## config.mk

```make
export PLATFORM = sky130hd
export DESIGN_NAME = spi_fsm
export DESIGN_NICKNAME = d
export VERILOG_FILES = /design/src/rtl/spi_fsm.sv
export SDC_FILE = /design/constraint.sdc
export NUM_CORES = 1
export LEC_CHECK = 0
export BUFFER_PORTS_ARGS = -buffer_cell sky130_fd_sc_hd__buf_4
export CAP_MARGIN = 30
export CORE_AREA = 2 2 39 41
export CTS_CLUSTER_DIAMETER = 120
export DETAILED_ROUTE_END_ITERATION = 6
export DIE_AREA = 0 0 41 43
export PLACE_DENSITY = 0.68
export SKIP_CTS_REPAIR_TIMING = 1
export SLEW_MARGIN = 20
export SYNTH_ARGS = -nofsm -noshare
export SYNTH_HDL_FRONTEND = slang
export SYNTH_SLANG_ARGS = --single-unit
```

## constraint.sdc

```tcl
create_clock -name clk -period 3.15 [get_ports clk]
set_input_delay 0.1575 -clock clk [delete_from_list [all_inputs] [get_ports clk]]
set_output_delay 0.1575 -clock clk [all_outputs]
set_load 0.05 [all_outputs]
```

## src/rtl/spi_fsm.sv

```systemverilog
// SPI slave transaction sequencer.
// Walks one SPI transaction: a WIDTH-bit address+R/W phase, then either a WIDTH-bit read (data
// shifted out on MISO) or a WIDTH-bit write (data committed to memory). Outputs are decoded from
// the state alone.
//
// Ports:
//   clk          system clock, rising-edge active
//   rst_n        asynchronous active-low reset
//   sclkPosEdge  one-clk pulse per SCLK rising edge
//   sclkNegEdge  one-clk pulse per SCLK falling edge
//   csn          conditioned chip select, active-low
//   rw           R/W bit from the shift register MSB (1 = read, 0 = write)
//   addrWE       strobe: latch shift register contents as address
//   parallelLoad strobe: parallel-load the shift register with read data
//   dmWE         strobe: data memory write enable
//   misoBufe     MISO tri-state buffer enable
//   busy         high whenever a transaction is in progress
module spi_fsm #(
   parameter int unsigned WIDTH = 8
) (
   input  logic clk,
   input  logic rst_n,
   input  logic sclkPosEdge,
   input  logic sclkNegEdge,
   input  logic csn,
   input  logic rw,
   output logic addrWE,
   output logic parallelLoad,
   output logic dmWE,
   output logic misoBufe,
   output logic busy
);

   localparam int unsigned CntW = $clog2(WIDTH) + 1;
   localparam logic [CntW-1:0] LastCnt = CntW'(WIDTH - 1);
   localparam logic [CntW-1:0] FullCnt = CntW'(WIDTH);

   typedef enum logic [3:0] {
      StIdle,
      StGetAddr,
      StAddrLatch,
      StReadWait,
      StReadLoad,
      StReadShift,
      StWriteShift,
      StWriteCommit,
      StDone
   } stateT;

   stateT           stateQ, stateD;
   logic [CntW-1:0] cntQ, cntD;
   logic            countEdge;

   always_ff @(posedge clk or negedge rst_n) begin
      if (!rst_n) begin
         stateQ <= StIdle;
         cntQ   <= '0;
      end else begin
         stateQ <= stateD;
         cntQ   <= cntD;
      end
   end

   always_comb begin
      stateD    = stateQ;
      countEdge = 1'b0;
      unique case (stateQ)
         StIdle: begin
            if (!csn) stateD = StGetAddr;
         end
         StGetAddr: begin
            countEdge = sclkPosEdge;
            // The shift register finishes its last shift on this same clk.
            if (sclkPosEdge && cntQ == LastCnt) stateD = StAddrLatch;
         end
         StAddrLatch: begin
            stateD = rw ? StReadWait : StWriteShift;
         end
         StReadWait: begin
            // One cycle of memory read latency before loading the shift register.
            stateD = StReadLoad;
         end
         StReadLoad: begin
            stateD = StReadShift;
         end
         StReadShift: begin
            countEdge = sclkNegEdge;
            if (sclkNegEdge && cntQ == LastCnt) stateD = StDone;
         end
         StWriteShift: begin
            countEdge = sclkPosEdge;
            if (sclkPosEdge && cntQ == LastCnt) stateD = StWriteCommit;
         end
         StWriteCommit: begin
            stateD = StDone;
         end
         StDone: begin
            if (csn) stateD = StIdle;
         end
         default: begin
            stateD = StIdle;
         end
      endcase

      // Chip-select release aborts from anywhere; an aborted write never reaches the commit state.
      if (stateQ != StIdle && csn) stateD = StIdle;
   end

   // Counter restarts on every state entry and saturates rather than wrapping.
   always_comb begin
      cntD = cntQ;
      if (stateD != stateQ) begin
         cntD = '0;
      end else if (countEdge && cntQ < FullCnt) begin
         cntD = cntQ + CntW'(1);
      end
   end

   always_comb begin
      addrWE       = 1'b0;
      parallelLoad = 1'b0;
      dmWE         = 1'b0;
      misoBufe     = 1'b0;
      busy         = (stateQ != StIdle);
      unique case (stateQ)
         StAddrLatch: addrWE = 1'b1;
         StReadLoad: begin
            parallelLoad = 1'b1;
            misoBufe     = 1'b1;
         end
         StReadShift:   misoBufe = 1'b1;
         StWriteCommit: dmWE = 1'b1;
         default: ;
      endcase
   end

endmodule
```

# == Yosys cells after proc, flatten, opt, wreduce, memory -nomap -nowiden ==
# Index checks and enable logic that the tools add are counted.
# word_totals
ff_bits,8
inputBits,6
word_cells,38
# classes
n_addsub,1
order_cmp,1
n_eq_ne,10
mux,15
n_reduce_logical,9
# op_table
op,n
$pmux W4 S9,1
$mux W4,8
$eq A4 B3 Y1 const B,5
$eq A4 B2 Y1 const B,2
$add A4 B1 Y4 const B,1
$eq A4 B1 Y1 const B,1
$eq A4 B4 Y1 const B,1
$logic_and A1 B1 Y1,4
$logic_not A4 Y1,1
$lt A4 B4 Y1 const B,1
$mux W1,4
$ne A4 B4 Y1,1
$reduce_bool A4 Y1,1
$reduce_or A2 Y1,2
$mux W3,1
$pmux W1 S2,1
$reduce_bool A2 Y1,1

# == Longest topological paths before layout ==
# Gate-level depths: netlist (run 1).
# logic_depth
ltp_word,7
mapped_depth,5
mapped_depth_nobuf,5

# == Least setup slack after synthesis (run 1) ==
# Ideal clock, no wire load.
# synth_timing
path_type,register to output
startpoint,reg stateQ[2]
endpoint,out parallelLoad
arrival_ns,1.716
required_time_ns,2.992
slack_ns,1.276
stages_incl_launch_ff,4
cell_sequence,dfrtp_1 buf_2 nand2b_1 nor3_1
# synth_between
elab_chain_cells,2
# synth_lines
item,line_no,rtl
from (decl),50,"stateT stateQ, stateD;"
from (signal assigned),56,stateQ <= StIdle;
from (signal assigned),59,stateQ <= stateD;
$eq A4 B3 Y1,125,unique case (stateQ)
$mux W1,125,
to (decl),28,"output logic parallelLoad,"
# Every way passes these cells.

# == Final worst setup path (run 1) ==
# layout_timing
startpoint,reg stateQ[1]
endpoint,reg cntQ[1]
# layout_between
elab_chain_cells,5
elab_cells_between_ends,24
classes_between,eq/ne (9); mux (9); reduce/logical (6)
# layout_lines
item,line_no,rtl
"$eq A4 B4 Y1, or another cell as far along",67,unique case (stateQ)
"$pmux W4 S9, or another cell as far along",67,
$mux W4 / $pmux W1 S2 (equally long branches),"106, 67",
$ne A4 B4 Y1 / $logic_and A1 B1 Y1 (equally long branches),"112, 114",
$mux W4 / $reduce_bool A2 Y1 (equally long branches),n/a,
to (signal assigned),60,cntQ <= cntD;
to (decl),51,"logic [CntW-1:0] cntQ, cntD;"
# Parallel ways exist; a longest one is shown, timed or not.
# A chain may end at the register's enable or synchronous reset.

==> qor.csv, run 1 <==
stage,metric,value,unit
power_and_ir_drop,p_switching,55.9,uW
sta,fmax,563,MHz
power_and_ir_drop,power_frac_clock,32.9,%
worst_setup_path,cp.arrival,1.94,ns
drt,first_pass_iters,4,
worst_setup_path,r2r_slack,1.37,ns
final_layout,final_nets,87,
drt,drc_errors,0,
power_and_ir_drop,p_comb_share,16.7,%
synth,synth.distinct_cells,36,
sta,rsz0062_at_grt,false,
floorplan,die_y,43,um
global_route,grt_pass1_vias,472,
worst_hold_path,hold_class,in -> reg,
final_layout,stdcell_area,728,sq um
global_route,grt.total_usage,16.8,%
final_layout,drive_above_1_share,24.4,%
final_layout,area_growth,17.6,%
worst_setup_path,critPathCaptureType,flop,
power_and_ir_drop,p_int,167,uW
worst_setup_path,critical_path_class,reg -> reg,
synth,synthCells,68,
worst_hold_path,whs_path_depth,2,
floorplan,fp-row-count,14,
clock_network,insertion_delay,0.24,ns
global_route,overflow,0,
power_and_ir_drop,switching_share,25.0,%
sta,setup_viol_count_final,0,
synth,syn_nets,75,
outcome,status,finished clean,
synth,netlist_area,619,sq um
worst_setup_path,rr_endpoint,cntQ[1]$_DFFE_PN0P_,
power_and_ir_drop,ir_worst_vdd,0.222,mV
drt,drt-initial-drc-count,7,
worst_setup_path,crit_fanout,14,
clock_network,cts_made_buffers,3,
clock_network,path_clk_slew,0.05,ns
power_and_ir_drop,p_total,223,uW
worst_setup_path,cp-startpoint,stateQ[1]$_DFF_PN0_,
floorplan,io_pins,11,
placed_design,portBuffers,10,
sta,fin_crit_sh,56.4,%
clock_network,cts.htree.levels,1,
drt,drtAntennaViolNets,0,
sta,hold_viol,0,
global_route,antenna_found_initial,0,
final_layout,seq_area,200,sq um
sta,relSlewSlack,70.0,%
worst_setup_path,worstRegToRegCells,4,
final_layout,num-fill-cells,139,
drt,num_vias,565,
synth,synth-seq-area-share,32.3,%
placed_design,place_area,696,sq um
power_and_ir_drop,p_leak,0.313,nW
clock_network,clock_sinks,8,
synth,ys_ff_latch,8,
sta,drv_slew,0,
sta,tns,0,ns
floorplan,core_area,1380,sq um
sta,worst_pin_slew,0.450,ns
drt,wl,1270,um
worst_setup_path,r2r_start,stateQ[1]$_DFF_PN0_,
floorplan,die_w,41,um
synth,avgSynthCellArea,9.11,sq um
clock_network,cts_tree,yes,
global_route,grt_pass1_wl,2000,um
power_and_ir_drop,power_density,306,nW/um^2
placed_design,place_congestion,0.794,
worst_setup_path,cp-endpoint,cntQ[1]$_DFFE_PN0P_,
flow_run,drv_cap,0,
floorplan,dieArea,1760,sq um
sta,skew,0.000169,ns
final_layout,antennaDiodeCount,0,
worst_setup_path,worst_ep_required_time,3.31,ns
clock_network,clockRootBuffer,clkbuf_4,
power_and_ir_drop,seqPwrFrac,50.5,%
drt,avgRoutedWirePerCell,13.5,um
global_route,grt_max_degree,17,
floorplan,initial_core_util,44.8,%
placed_design,place_hpwl,924,um
synth,synth_warnings,0,
worst_setup_path,cp-start-kind,flop,
drt,viasPerCell,6.01,
final_layout,multi_input_area,393,sq um
sta,min_period,1.78,ns
clock_network,clock_path_buffers,2,
-- worst max-delay path, stage by stage (launching register included) --
cell and delay [ns]:
dfrtp_1 0.56, nor2b_4 0.25, a32oi_2 0.18, or4b_1 0.53, a211oi_2 0.18
-- cells in the mapped netlist (all sizes together) --
cell     count  share of area, %
a211oi       4               5.7
a21o         1               1.2
a21oi        6               5.5
a2bb2oi      1               1.4
a311oi       1               1.4
a32oi        2               4.0
a41oi        1               1.4
and2b        1               1.2
and3         1               1.0
and4b        2               3.2
buf          3               2.4
clkbuf       1              0.61
dfrtp        8                32
ha           1               2.0
inv          2               1.2
mux2         1               2.4
mux2i        1               1.6
nand2        2               1.2
nand2b       4               4.0
nand3        2               1.6
nor2         5               3.0
nor2b        2               3.2
nor3         3               2.4
o21ai        1              0.81
o31ai        3               3.6
o32ai        1               1.4
or2          2               2.0
or2b         1               1.2
or3          1               1.0
or4          2               2.4
or4b         2               3.2
-- worst min path at each step --
stage,end,slack [ns],start
finish,stateQ[3]$_DFF_PN0_,0.10,csn
global route,stateQ[3]$_DFF_PN0_,0.12,csn
CTS,cntQ[2]$_DFFE_PN0P_,-0.29,rst_n
detailed placement,stateQ[0]$_DFF_PN0_,-0.02,rst_n
global placement,stateQ[0]$_DFF_PN0_,-0.02,rst_n
floorplan,cntQ[0]$_DFFE_PN0P_,-0.14,rst_n
-- area by class of cell --
type	count	share of cell area, %
Tap cell	16	2.75
Multi-Input combinational cell	54	54.0
Clock buffer	3	3.09
Timing Repair Buffer	11	11.7
Sequential cell	8	27.5
Inverter	2	1.03
-- metrics by stage --
step | hold WS [ns] | setup slack [ns] | utilization [%] | cells
floorplan | -0.138 | 1.28 | - | 68
global placement | -0.0213 | 1.37 | 50.3 | 90
detailed placement | -0.0203 | 1.37 | 50.3 | 90
CTS | -0.287 | 1.35 | 51.9 | 93
global route | 0.117 | 1.22 | 52.6 | 94
finish | 0.105 | 1.37 | 52.6 | 94
-- registers in the layout (all words and copies together) (netlist names) --
signal	cells
stateQ	4
cntQ	4
-- power by group through the flow --
| stage | sequential, mW | combinational (mW) | clock [mW] |
|---|---|---|---|
| floorplan | 0.111 | 0.0259 | 0 |
| global placement | 0.114 | 0.0361 | 0 |
| detailed placement | 0.114 | 0.0362 | 0 |
| CTS | 0.113 | 0.0366 | 0.0774 |
| global route | 0.113 | 0.0411 | 0.0827 |
| finish | 0.113 | 0.0372 | 0.0734 |
-- cell usage in the layout, fill, tap and decap left out --
| cell | n |
|---|---|
| and4b_1 | 2 |
| clkbuf_4 | 3 |
| a41oi_1 | 1 |
| a21oi_1 | 5 |
| inv_1 | 2 |
| o21ai_1 | 1 |
| o32ai_1 | 1 |
| mux2i_1 | 1 |
| nor2_1 | 5 |
| a21o_1 | 1 |
| or4b_1 | 2 |
| nor2b_4 | 1 |
| nand2b_1 | 4 |
| dlygate4sd3_1 | 1 |
| a32oi_2 | 1 |
| a211oi_2 | 1 |
| buf_4 | 10 |
| a32oi_1 | 1 |
| nand3_1 | 2 |
| a211oi_1 | 3 |
| or2_1 | 1 |
| ha_1 | 1 |
| or4_1 | 2 |
| a2bb2oi_1 | 1 |
| a311oi_1 | 1 |
| nand2_1 | 2 |
| or3_1 | 1 |
| and3_1 | 1 |
| or2_2 | 1 |
| nor3_1 | 3 |
| dfrtp_1 | 8 |
| o31ai_1 | 3 |
| mux2_4 | 1 |
| and2b_1 | 1 |
| a21oi_2 | 1 |
| nor2b_1 | 1 |
| or2b_1 | 1 |
-- metal layers --
| layer | global-route usage (%) | part of all wire [%] | routed length, um |
|---|---|---|---|
| met5 | 0 | 0 | 0 |
| met2 | 22.2 | 45 | 569 |
| met1 | 25.3 | 51 | 643 |
| met3 | 1.57 | 4.6 | 59 |
| met4 | 10.0 | 0 | 0 |
-- cell families (layout without fill, tap and decap cells) --
group / Yosys count / after routing / share of synthesized area, %
AO/OA/AOI/OAI: 21 / 21 / 26.5
buffers and inverters: 6 / 16 / 4.24
multiplexers: 2 / 2 / 4.04
flip-flops: 8 / 8 / 32.3
adder cells (fa/ha/maj): 1 / 1 / 2.02
AND/OR/NAND/NOR: 30 / 30 / 30.9
(Power assumes the default switching activity.)
==> inputs of run 2 (changes only) <==
==> constraint.sdc (replaced) <==
create_clock -name clk -period 1.75 [get_ports clk]
set_input_delay 0.0875 -clock clk [delete_from_list [all_inputs] [get_ports clk]]
set_output_delay 0.0875 -clock clk [all_outputs]
set_load 0.05 [all_outputs]
==> run 2 against run 1 <==
Sequential power rose by 78%. Worst hold slack got worse by 0.049 ns. Cell area rose by 6.7%. Cell count rose by 5.3%. First-iteration DRC count rose by 43%. Highest routed layer is now met4.
==> qor.csv, run 2 (synthesis results as in run 1) <==
stage,metric,value,unit,change
sta,hold_viol,0,,unchanged
worst_hold_path,whs_path_depth,2,,unchanged
sta,skew,0.00684,ns,was 0.000169 ns
sta,fin_crit_sh,92.2,%,was 56.4%
final_layout,fin_util,56.1,%,was 52.6%
global_route,grtUsageMet3,4.71,%,was 1.57%
clock_network,path_clk_slew,0.05,ns,about the same
global_route,overflow,0,,unchanged
global_route,grt_max_degree,15,,was 17
placed_design,place_hpwl,1120,um,was 924 um
sta,relSlewSlack,71.2,%,was 70.0%
final_layout,stdcell_area,777,sq um,was 728 sq um
global_route,grt_pass1_vias,557,,was 472
power_and_ir_drop,ir_worst_vdd,0.419,mV,was 0.222 mV
drt,drtAntennaViolNets,0,,unchanged
worst_setup_path,worstRegToRegCells,4,,unchanged
worst_setup_path,cp.arrival,1.77,ns,was 1.94 ns
global_route,antenna_found_initial,0,,unchanged
worst_setup_path,cp_slowest_cell,or4b_1,,was dfrtp_1
sta,setup_viol_count_final,0,,unchanged
final_layout,final_nets,92,,was 87
worst_setup_path,critical_path_class,reg -> reg,,unchanged
clock_network,clock_path_buffers,2,,unchanged
worst_setup_path,cp-startpoint,stateQ[0]$_DFF_PN0_,,was stateQ[1]$_DFF_PN0_
sta,fin_hold_ws,0.0563,ns,was 0.105 ns
placed_design,place_area,743,sq um,was 696 sq um
drt,avgRoutedWirePerCell,14.3,um,was 13.5 um
drt,drt-initial-drc-count,10,,was 7
global_route,gr-usage-met1,30.8,%,was 25.3%
drt,num_vias,614,,was 565
drt,viasPerCell,6.20,,was 6.01
clock_network,cts_made_buffers,3,,unchanged
worst_setup_path,crit_fanout,8,,was 14
floorplan,initial_core_util,44.8,%,unchanged
worst_setup_path,r2r_start,stateQ[0]$_DFF_PN0_,,was stateQ[1]$_DFF_PN0_
final_layout,antennaDiodeCount,0,,unchanged
worst_hold_path,hold_class,in -> reg,,unchanged
worst_setup_path,worstPathCellList,nor2b_4 -> a32oi_2 -> or4b_1 -> a211oi_2,,unchanged
final_layout,num-fill-cells,124,,was 139
final_layout,drive_above_1_share,32.5,%,was 24.4%
power_and_ir_drop,p_leak,0.346,nW,was 0.313 nW
worst_setup_path,slowest_delay,0.51,ns,was 0.56 ns
global_route,grt.total_usage,19.9,%,was 16.8%
global_route,grt_use_met2,25.3,%,was 22.2%
worst_setup_path,worst_ep_required_time,1.91,ns,was 3.31 ns
clock_network,clockRootBuffer,clkbuf_4,,unchanged
power_and_ir_drop,p_total,410,uW,was 223 uW
worst_setup_path,critPathCaptureType,flop,,unchanged
final_layout,top_regs,"cntQ x4, stateQ x4",,unchanged
clock_network,clock_sinks,8,,unchanged
floorplan,dieArea,1760,sq um,unchanged
clock_network,cts_tree,yes,,unchanged
sta,min_period,1.61,ns,was 1.78 ns
placed_design,place_congestion,0.857,,was 0.794
floorplan,fp-row-count,14,,unchanged
drt,drc_errors,0,,unchanged
placed_design,portBuffers,10,,unchanged
final_layout,area_growth,25.5,%,was 17.6%
floorplan,core_area,1380,sq um,unchanged
floorplan,die_w,41,um,unchanged
final_layout,layout_common_cells,"buf_4 (15), dfrtp_1 (7), a21oi_1 (5), nor2_1 (5), nand2b_1 (4)",,"was buf_4 (10), dfrtp_1 (8), a21oi_1 (5), nor2_1 (5), nand2b_1 (4)"
global_route,grt_pass1_wl,2420,um,was 2000 um
clock_network,insertion_delay,0.25,ns,was 0.24 ns
drt,first_pass_iters,4,,unchanged
worst_hold_path,hold_start,csn,,unchanged
flow_run,drv_cap,0,,unchanged
sta,worst_pin_slew,0.430,ns,was 0.450 ns
floorplan,die_y,43,um,unchanged
final_layout,layout_commonest_cell,buf_4,,unchanged
floorplan,io_pins,11,,unchanged
global_route,grt.busiest_layer,met1,,unchanged
sta,rsz0062_at_grt,false,,unchanged
clock_network,cts.htree.levels,1,,unchanged
outcome,status,finished clean,,unchanged
worst_setup_path,cp-start-kind,flop,,unchanged
sta,drv_slew,0,,unchanged
drt,wl,1410,um,was 1270 um
sta,fmax,620,MHz,was 563 MHz
sta,tns,0,ns,unchanged
power_and_ir_drop,power_density,527,nW/um^2,was 306 nW/um^2
-- run 2: cell type report --
| type | count | area, sq um | area share (%) |
|---|---|---|---|
| clock buffers | 3 | 22.5 | 2.90 |
| inverters | 2 | 7.51 | 0.966 |
| multi-input cells | 54 | 403 | 51.9 |
| well taps | 16 | 20.0 | 2.58 |
| flip-flops and latches | 8 | 201 | 25.9 |
| repair buffers | 16 | 123 | 15.8 |
-- run 2: final timing paths --
kind                                             to  slack (ns)
worst min-delay path            stateQ[3]$_DFF_PN0_        0.06
worst max register to register  cntQ[1]$_DFFE_PN0P_        0.14
worst max-delay path            cntQ[1]$_DFFE_PN0P_        0.14
min in group asynchronous       cntQ[1]$_DFFE_PN0P_        0.20
max in group asynchronous       stateQ[1]$_DFF_PN0_        1.40
worst min register to register  cntQ[0]$_DFFE_PN0P_        0.60
-- run 2: stage by stage --
stage,cells,setup slack (ns)
4_1_cts,98,0.123
6_report,99,0.136
3_5_place_dp,95,0.138
2_1_floorplan,68,0.317
5_1_grt,99,0.00711
3_3_place_gp,95,0.132
-- run 2: report_power, final --
part / internal, mW / switching [mW]
combinational: 0.0363 / 0.0406
clock: 0.0779 / 0.0544
sequential: 0.192 / 0.00904
-- run 2: critical path: cells and delay by family (launching register included) --
kind | cells | cell delay, ns
flip-flops | 1 | 0.47
AND/OR/NAND/NOR | 2 | 0.69
AO/OA/AOI/OAI | 2 | 0.37
-- run 2: routing by layer --
metal  up-vias  share of wire, %
met4         0               1.1
met5         -                 0
met1       296                48
met2        21                45
li1        295                 -
met3         2               5.9
